`src/rtl/write_resp_router.sv`:
```
// AXI write-response (B) router: round-robin pick among six slaves, one response
// in flight, steered to M1/M2 by the upper ID nibble, which is stripped on the way out.
module write_resp_router #(
  parameter int          ID_BITS  = 4,
  parameter int          IDS_BITS = 8,
  parameter int unsigned NUM_S    = 6
) (
  input  logic                clk,
  input  logic                rst,
  input  logic [IDS_BITS-1:0] BID_S0,
  input  logic [1:0]          BRESP_S0,
  input  logic                BVALID_S0,
  output logic                BREADY_S0,
  input  logic [IDS_BITS-1:0] BID_S1,
  input  logic [1:0]          BRESP_S1,
  input  logic                BVALID_S1,
  output logic                BREADY_S1,
  input  logic [IDS_BITS-1:0] BID_S2,
  input  logic [1:0]          BRESP_S2,
  input  logic                BVALID_S2,
  output logic                BREADY_S2,
  input  logic [IDS_BITS-1:0] BID_S3,
  input  logic [1:0]          BRESP_S3,
  input  logic                BVALID_S3,
  output logic                BREADY_S3,
  input  logic [IDS_BITS-1:0] BID_S4,
  input  logic [1:0]          BRESP_S4,
  input  logic                BVALID_S4,
  output logic                BREADY_S4,
  input  logic [IDS_BITS-1:0] BID_S5,
  input  logic [1:0]          BRESP_S5,
  input  logic                BVALID_S5,
  output logic                BREADY_S5,
  output logic [ID_BITS-1:0]  BID_M1,
  output logic [1:0]          BRESP_M1,
  output logic                BVALID_M1,
  input  logic                BREADY_M1,
  output logic [ID_BITS-1:0]  BID_M2,
  output logic [1:0]          BRESP_M2,
  output logic                BVALID_M2,
  input  logic                BREADY_M2,
  output logic                resp_drop
);

  localparam int GW = $clog2(NUM_S);
  localparam int MW = IDS_BITS - ID_BITS;

  typedef enum logic {IDLE, BUSY} state_t;

  state_t                state;
  logic [GW-1:0]         grant;
  logic [GW-1:0]         rr_ptr;
  logic [GW-1:0]         pick;
  logic                  found;
  logic                  hs;
  logic [IDS_BITS-1:0]   bid    [NUM_S];
  logic [1:0]            bresp  [NUM_S];
  logic [NUM_S-1:0]      bvalid;
  logic [NUM_S-1:0]      bready;
  logic [IDS_BITS-1:0]   gid;
  logic [MW-1:0]         mst;

  assign bid[0] = BID_S0;  assign bresp[0] = BRESP_S0;
  assign bid[1] = BID_S1;  assign bresp[1] = BRESP_S1;
  assign bid[2] = BID_S2;  assign bresp[2] = BRESP_S2;
  assign bid[3] = BID_S3;  assign bresp[3] = BRESP_S3;
  assign bid[4] = BID_S4;  assign bresp[4] = BRESP_S4;
  assign bid[5] = BID_S5;  assign bresp[5] = BRESP_S5;
  assign bvalid = {BVALID_S5, BVALID_S4, BVALID_S3, BVALID_S2, BVALID_S1, BVALID_S0};
  assign {BREADY_S5, BREADY_S4, BREADY_S3, BREADY_S2, BREADY_S1, BREADY_S0} = bready;

  assign gid = bid[grant];
  assign mst = gid[IDS_BITS-1:ID_BITS];

  // First asserted BVALID at or after rr_ptr, wrapping past the last slave.
  always_comb begin
    int unsigned idx;
    logic [GW-1:0] sel;
    found = 1'b0;
    pick  = '0;
    idx   = 0;
    sel   = '0;
    for (int unsigned i = 0; i < NUM_S; i++) begin
      idx = int'(rr_ptr) + i;
      if (idx >= NUM_S) idx = idx - NUM_S;
      sel = GW'(idx);
      if (!found && bvalid[sel]) begin
        found = 1'b1;
        pick  = sel;
      end
    end
  end

  always_comb begin
    bready    = '0;
    BVALID_M1 = 1'b0;
    BID_M1    = '0;
    BRESP_M1  = '0;
    BVALID_M2 = 1'b0;
    BID_M2    = '0;
    BRESP_M2  = '0;
    resp_drop = 1'b0;
    hs        = 1'b0;
    if (state == BUSY) begin
      if (mst == MW'(1)) begin
        BVALID_M1     = bvalid[grant];
        BID_M1        = gid[ID_BITS-1:0];
        BRESP_M1      = bresp[grant];
        bready[grant] = BREADY_M1;
      end else if (mst == MW'(2)) begin
        BVALID_M2     = bvalid[grant];
        BID_M2        = gid[ID_BITS-1:0];
        BRESP_M2      = bresp[grant];
        bready[grant] = BREADY_M2;
      end else begin
        // Unmapped master: accept and discard so the slave is not stalled forever.
        bready[grant] = 1'b1;
        resp_drop     = bvalid[grant];
      end
      hs = bvalid[grant] & bready[grant];
    end
  end

  always_ff @(posedge clk or posedge rst) begin
    if (rst) begin
      state  <= IDLE;
      grant  <= '0;
      rr_ptr <= '0;
    end else begin
      case (state)
        IDLE: begin
          if (found) begin
            grant <= pick;
            state <= BUSY;
          end
        end
        BUSY: begin
          if (hs) begin
            state  <= IDLE;
            rr_ptr <= (grant == GW'(NUM_S - 1)) ? '0 : grant + 1'b1;
          end
        end
        default: state <= IDLE;
      endcase
    end
  end

endmodule
```
`config.mk`:
```
export PLATFORM = sky130hd
export DESIGN_NAME = write_resp_router
export DESIGN_NICKNAME = d
export VERILOG_FILES = /design/src/rtl/write_resp_router.sv
export SDC_FILE = /design/constraint.sdc
export NUM_CORES = 1
export LEC_CHECK = 0
export BUFFER_PORTS_ARGS = -buffer_cell sky130_fd_sc_hd__buf_2
export CAP_MARGIN = 30
export CORE_UTILIZATION = 47
export DETAILED_ROUTE_END_ITERATION = 10
export PLACE_DENSITY = 0.89
export SYNTH_ARGS = -nofsm -noshare
export SYNTH_HDL_FRONTEND = slang
export SYNTH_SLANG_ARGS = --single-unit
```
`constraint.sdc`:
```
create_clock -name clk -period 3.95 [get_ports clk]
set_clock_uncertainty 0.05 [all_clocks]
set_input_delay 0.79 -clock clk [delete_from_list [all_inputs] [get_ports clk]]
set_output_delay 0.79 -clock clk [all_outputs]
set_load 0.01 [all_outputs]
```
==> flow_summary.toml, run 1 <==
[run_status]
status = "finished, final reports clean"

[clock_network]
postCtsSetupBuffers = 0
root_buffer = "clkbuf_8"
path_clk_slew_ns = 0.04
cts_tree = "done"
htree_levels = 1
cts_made_buffers = 3
clk_path_buf_depth = 2
hold_buffers = 0
clock_latency_ns = 0.23
cts_resized = 0
clock_sinks = 7

[drt]
drt-met1-wl_um = 2350
drt_first_pass_iters = 5
met3WireLength_um = 399
top_layer_used = "met4"
drt-initial-drc-count = 186
dr_wl_met2_um = 2800
routed_wl_um = 5610
drc_errors = 0
vias_per_cell = 5.92
ant_nets = 0
wl_per_cell_um = 15.0
num_vias = 2209

[cells_and_area]
fill_cells = 334
stdcell_area_um2 = 2350
final_core_util_pct = 63.3
drive_above_1_share_pct = 36.3
finalNetCount = 404
diodes = 0
syn2layout_area_growth_pct = 27.7

[setup_path]
path_max_fanout = 13
critical_path.cell_chain = "mux4_2 -> inv_1 -> o21ai_0 -> o2111ai_2 -> o221ai_1 -> or2_1 -> nor3_1 -> buf_2"
criticalPathCategory = "reg2out"
critPathBufInv = 2
cp.arrival_ns = 2.76
crit_path_end_kind = "primary output"
required_ns = 3.11
crit_slowest_cell = "dfrtp_1"
crit_family = "flip-flops"
critPathMaxStageDelay_ns = 0.63
startpoint_type = "register"

[timing]
hold_violations = 0
tightest_slew_ns = 0.644
period_share_pct = 91.1
fmax_mhz = 278
slew_headroom_pct = 57.0
maxSlewViolCount = 0
setup_viol = 0
fin_tns_setup_ns = 0
hold_slack_ns = 0.442
rsz0062_at_grt = "false"
finalCriticalPeriod_ns = 3.60

[grt]
grt_pass1_wl_um = 8850
grt_start_max_net_pins = 22
overflow = 0
grt_pass1_vias = 1962
grt.total_usage_pct = 26.8
antenna_found_initial = 0

[floorplan]
die_h_um = 64.6
rows = 22
die_w_um = 64.6
initial_core_util_pct = 49.6
fp.coreArea_um2 = 3720
dieArea_um2 = 4170
ioPinCount = 91

[yosys]
syn_nets = 318
synth_cell_types = 60
synth-edff-count = 0
syn_inst = 240
ys_ff_latch = 7
syn_avg_cell_area_um2 = 7.67
synth_top_area_share_pct = 9.78
ys_warn_count = 0
yosys.area.top_type = "mux4_2"
async_flop_share_pct = 100
synth_area_leaders = "mux4_2 (9.8%), dfrtp_1 (9.5%), mux2i_1 (7.6%)"
seq_area_frac_synth_pct = 9.51
ys.flop_type = "dfrtp_1"
syn_area_um2 = 1840

[min_path]
hp-class = "in2async"

[flow_run]
drv_cap = 0

[placement]
placed_area_um2 = 2310
io_buffers = 90
gp_congestion = 1.01
hpwl_um = 4490

[power_and_ir_drop]
pwr_density_cell_nw_per_um2 = 910
power_leakage_nw = 1.15
ir_worst_vdd_mv = 0.493
## worst register-to-register path: stages (launching register included)
cell	delay, ns
dfrtp_1	0.57
inv_1	0.17
ha_1	0.63
a21oi_1	0.16
nor4b_1	0.19
a221oi_2	0.36
nand3b_1	0.21
or3_4	0.42
o22a_1	0.16
o211a_1	0.20
## final timing paths
check                           slack (ns)             startpoint                    end  cells after the start
worst max register to register        0.73  rr_ptr[1]$_DFFE_PP0P_   grant[1]$_DFFE_PP0P_                      9
worst max-delay path                  0.35   grant[0]$_DFFE_PP0P_              BREADY_S0                      8
worst min-delay path                  0.44                    rst   grant[1]$_DFFE_PP0P_                      2
max in group asynchronous             3.19                    rst  rr_ptr[1]$_DFFE_PP0P_                      2
min in group clk                      0.55  rr_ptr[0]$_DFFE_PP0P_  rr_ptr[0]$_DFFE_PP0P_                      2
worst min register to register        0.55  rr_ptr[0]$_DFFE_PP0P_  rr_ptr[0]$_DFFE_PP0P_                      2
## layer usage
layer | up-vias | track usage (%)
li1 | 1075 | -
met1 | 1027 | 33.2
met2 | 99 | 47.0
met3 | 8 | 4.58
met4 | 0 | 7.78
met5 | - | 0
## cell usage in the layout (no fill, tap or decap), drive strengths merged, types with 8 or more instances in the layout
cell   synthesis  layout
nor3          13      13
nand2         22      22
a21oi         14      14
mux2i         15      15
nor2          24      24
mux4           8       8
ha             8       8
o21ai          9       9
buf            9      94
inv           14      14
## synthesized netlist by cell type, types with 3 or more instances
| cell type | number |
|---|---|
| o21a_1 | 4 |
| a21o_1 | 3 |
| xor2_1 | 4 |
| nand2b_1 | 6 |
| nand3b_1 | 3 |
| nor4_1 | 4 |
| nor3_1 | 13 |
| dfrtp_1 | 7 |
| o22ai_1 | 6 |
| ha_1 | 8 |
| nor2b_1 | 5 |
| mux2i_1 | 14 |
| or3_1 | 3 |
| a21oi_1 | 14 |
| nor2_1 | 24 |
| o21ai_0 | 7 |
| inv_1 | 14 |
| mux2_2 | 5 |
| nand2_1 | 22 |
| clkbuf_1 | 4 |
| mux4_2 | 8 |
| buf_2 | 3 |
| and2_1 | 3 |
| a211oi_1 | 3 |
## registers in the layout (all words and copies together) (netlist names)
| register | flops |
|---|---|
| grant | 3 |
| rr_ptr | 3 |
| state | 1 |
## kinds of logic after synthesis
group	count (synthesis)	synth area share, %
buffers and inverters	27	6.93
AOI/OAI and AO/OA	61	23.7
muxes	30	22.4
adders and majority gates	8	5.43
and+or+nand+nor	100	28.3
xor gates and xnor gates	7	3.74
DFF	7	9.51
## report_power, final
group	leakage (nW)	internal, mW	switching, mW
registers	0.0821	0.109	0.128
logic	1.05	0.797	1.01
clock network	0.0228	0.0698	0.0304
## metrics by stage
step	total power [mW]	instances	setup slack (ns)
after global placement	1.93	369	0.543
after CTS	2.11	373	0.361
after global routing	2.33	373	0.171
after detailed placement	1.99	369	0.471
after floorplan	1.63	240	0.784
final	2.14	373	0.353
## final cells by class
| class | instances | area (um2) | share of cell area, % |
|---|---|---|---|
| repair buffers | 94 | 480 | 20.4 |
| multi-input cells | 206 | 1540 | 65.4 |
| inverters | 14 | 52.6 | 2.23 |
| clock buffers | 4 | 45.0 | 1.91 |
| flip-flops and latches | 7 | 175 | 7.45 |
| well taps | 48 | 60.1 | 2.55 |
Note: power is estimated with default switching activity, not from simulation.
==> inputs of run 2 (changes only) <==
--- a/config.mk
+++ b/config.mk
@@ -9,7 +9,7 @@
 export CAP_MARGIN = 30
 export CORE_UTILIZATION = 47
 export DETAILED_ROUTE_END_ITERATION = 10
-export PLACE_DENSITY = 0.89
+export PLACE_DENSITY = 0.81
 export SYNTH_ARGS = -nofsm -noshare
 export SYNTH_HDL_FRONTEND = slang
 export SYNTH_SLANG_ARGS = --single-unit
==> run 2 against run 1 <==
Clock power about the same. Combinational power about the same. Via count increased by 1.1%. Highest routed layer unchanged. Critical endpoint unchanged.
==> flow_summary.toml, run 2 (synthesis gave the netlist of run 1 again) <==
[setup_path]
startpoint_type = "register"
crit_path_end_kind = "primary output"
startpoint = "grant[1]$_DFFE_PP0P_"
r2r.worst_path.cells = 8
cp.arrival_ns = 2.79
criticalPathCategory = "reg2out"
required_ns = 3.11
worstReg2RegStart = "rr_ptr[2]$_DFFE_PP0P_"
path_max_fanout = 17
rr_endpoint = "grant[1]$_DFFE_PP0P_"
ff2ff_setup_slack_ns = 0.77

[grt]
grt_start_max_net_pins = 21
grt_pass1_wl_um = 8940
antenna_found_initial = 0
grt_pass1_vias = 2029
overflow = 0
grt.total_usage_pct = 26.9

[cells_and_area]
fin_cells = 374
final_core_util_pct = 63.5
multi_input_area_um2 = 1540
finalNetCount = 405
final_common_cell = "buf_2"
seqCellArea_um2 = 175
diodes = 0
final_cell_mix = "buf_2 (90), nor2_1 (24), nand2_1 (22)"
reg.largest.list = "grant: 3 flops, rr_ptr: 3 flops, state: 1 flops"
fill_cells = 347
syn2layout_area_growth_pct = 28.1
drive_above_1_share_pct = 36.5

[timing]
fmax_mhz = 275
rsz0062_at_grt = "false"
hold_violations = 0
finalCriticalPeriod_ns = 3.63
fin_tns_setup_ns = 0
maxSlewViolCount = 0
tightest_slew_ns = 0.708
period_share_pct = 92.0
setup_viol = 0
slew_headroom_pct = 52.8

[power_and_ir_drop]
switching_share_pct = 54.3
clkPwrFrac_pct = 4.8
power_leakage_nw = 1.16
p_comb_share_pct = 85.1
p_switching_mw = 1.16
power_mw = 2.15
pwr_density_cell_nw_per_um2 = 910
p_seq_share_pct = 10.1
internal_power_mw = 0.982
ir_worst_vdd_mv = 0.465

[drt]
drc_errors = 0
routed_wl_um = 5690
num_vias = 2234
drt-initial-drc-count = 123
wl_per_cell_um = 15.2
ant_nets = 0
drt_first_pass_iters = 4
vias_per_cell = 5.97

[run_status]
status = "finished, final reports clean"

[floorplan]
initial_core_util_pct = 49.6
ioPinCount = 91
dieArea_um2 = 4170
die_h_um = 64.6
die_w_um = 64.6
fp.coreArea_um2 = 3720
rows = 22

[clock_network]
clock_sinks = 7
cts_tree = "done"
cts_resized = 0
postCtsSetupBuffers = 0
clock_latency_ns = 0.23
hold_buffers = 0
cts_made_buffers = 3
root_buffer = "clkbuf_8"
htree_levels = 1
path_clk_slew_ns = 0.04
clk_path_buf_depth = 2

[placement]
io_buffers = 90
dp_cells = 370
gp_congestion = 0.917
hpwl_um = 4660

[flow_run]
drv_cap = 0

[min_path]
hp-class = "in2async"
==> run 2: cell count changes in the layout (fill, tap and decap cells not counted), sizes merged <==
cell / previous run / this run
buf: 94 / 95
==> run 2: layout make-up <==
| class | count | share of cell area [%] |
|---|---|---|
| Sequential cell | 7 | 7.42 |
| Timing Repair Buffer | 95 | 20.7 |
| Inverter | 14 | 2.23 |
| Multi-Input combinational cell | 206 | 65.2 |
| Tap cell | 48 | 2.55 |
| Clock buffer | 4 | 1.91 |
==> run 2: stage by stage <==
| stage | area (um2) | setup WS [ns] | hold slack, ns |
|---|---|---|---|
| final | 2360 | 0.318 | 0.436 |
| after global routing | 2360 | 0.134 | 0.460 |
| after CTS | 2360 | 0.374 | 0.437 |
| after detailed placement | 2310 | 0.470 | 0.551 |
| after global placement | 2310 | 0.523 | 0.538 |
| after floorplan | 1840 | 0.784 | 0.532 |
==> run 2: layer usage <==
layer	up-vias	track usage [%]	routed length, um
met5	-	0	0
met4	0	5.00	21
met3	4	5.28	345
met2	79	45.7	2880
met1	1076	35.3	2440
li1	1075	-	-
==> run 2: how the worst max path moves through the flow <==
stage	endpoint	slack, ns
after floorplan	BREADY_S0	0.78
after global placement	BREADY_S0	0.52
after detailed placement	BREADY_S0	0.47
after CTS	BREADY_S0	0.37
after global routing	BREADY_S0	0.13
final	BREADY_S0	0.32
==> run 2: power groups by stage <==
stage | logic [mW] | registers, mW | clock network [mW]
6_report | 1.83 | 0.218 | 0.103
5_1_grt | 2.01 | 0.227 | 0.109
4_1_cts | 1.81 | 0.216 | 0.104
3_5_place_dp | 1.80 | 0.217 | 0
3_3_place_gp | 1.77 | 0.213 | 0
2_1_floorplan | 1.49 | 0.143 | 0
==> run 2: worst max-delay path, cell delays in order (launching register included) <==
cell and delay, ns:
dfrtp_1 0.79, inv_1 0.24, a2111o_1 0.44, o2111ai_2 0.18
o221ai_1 0.28, or2_1 0.33, nor3_1 0.14, buf_2 0.16
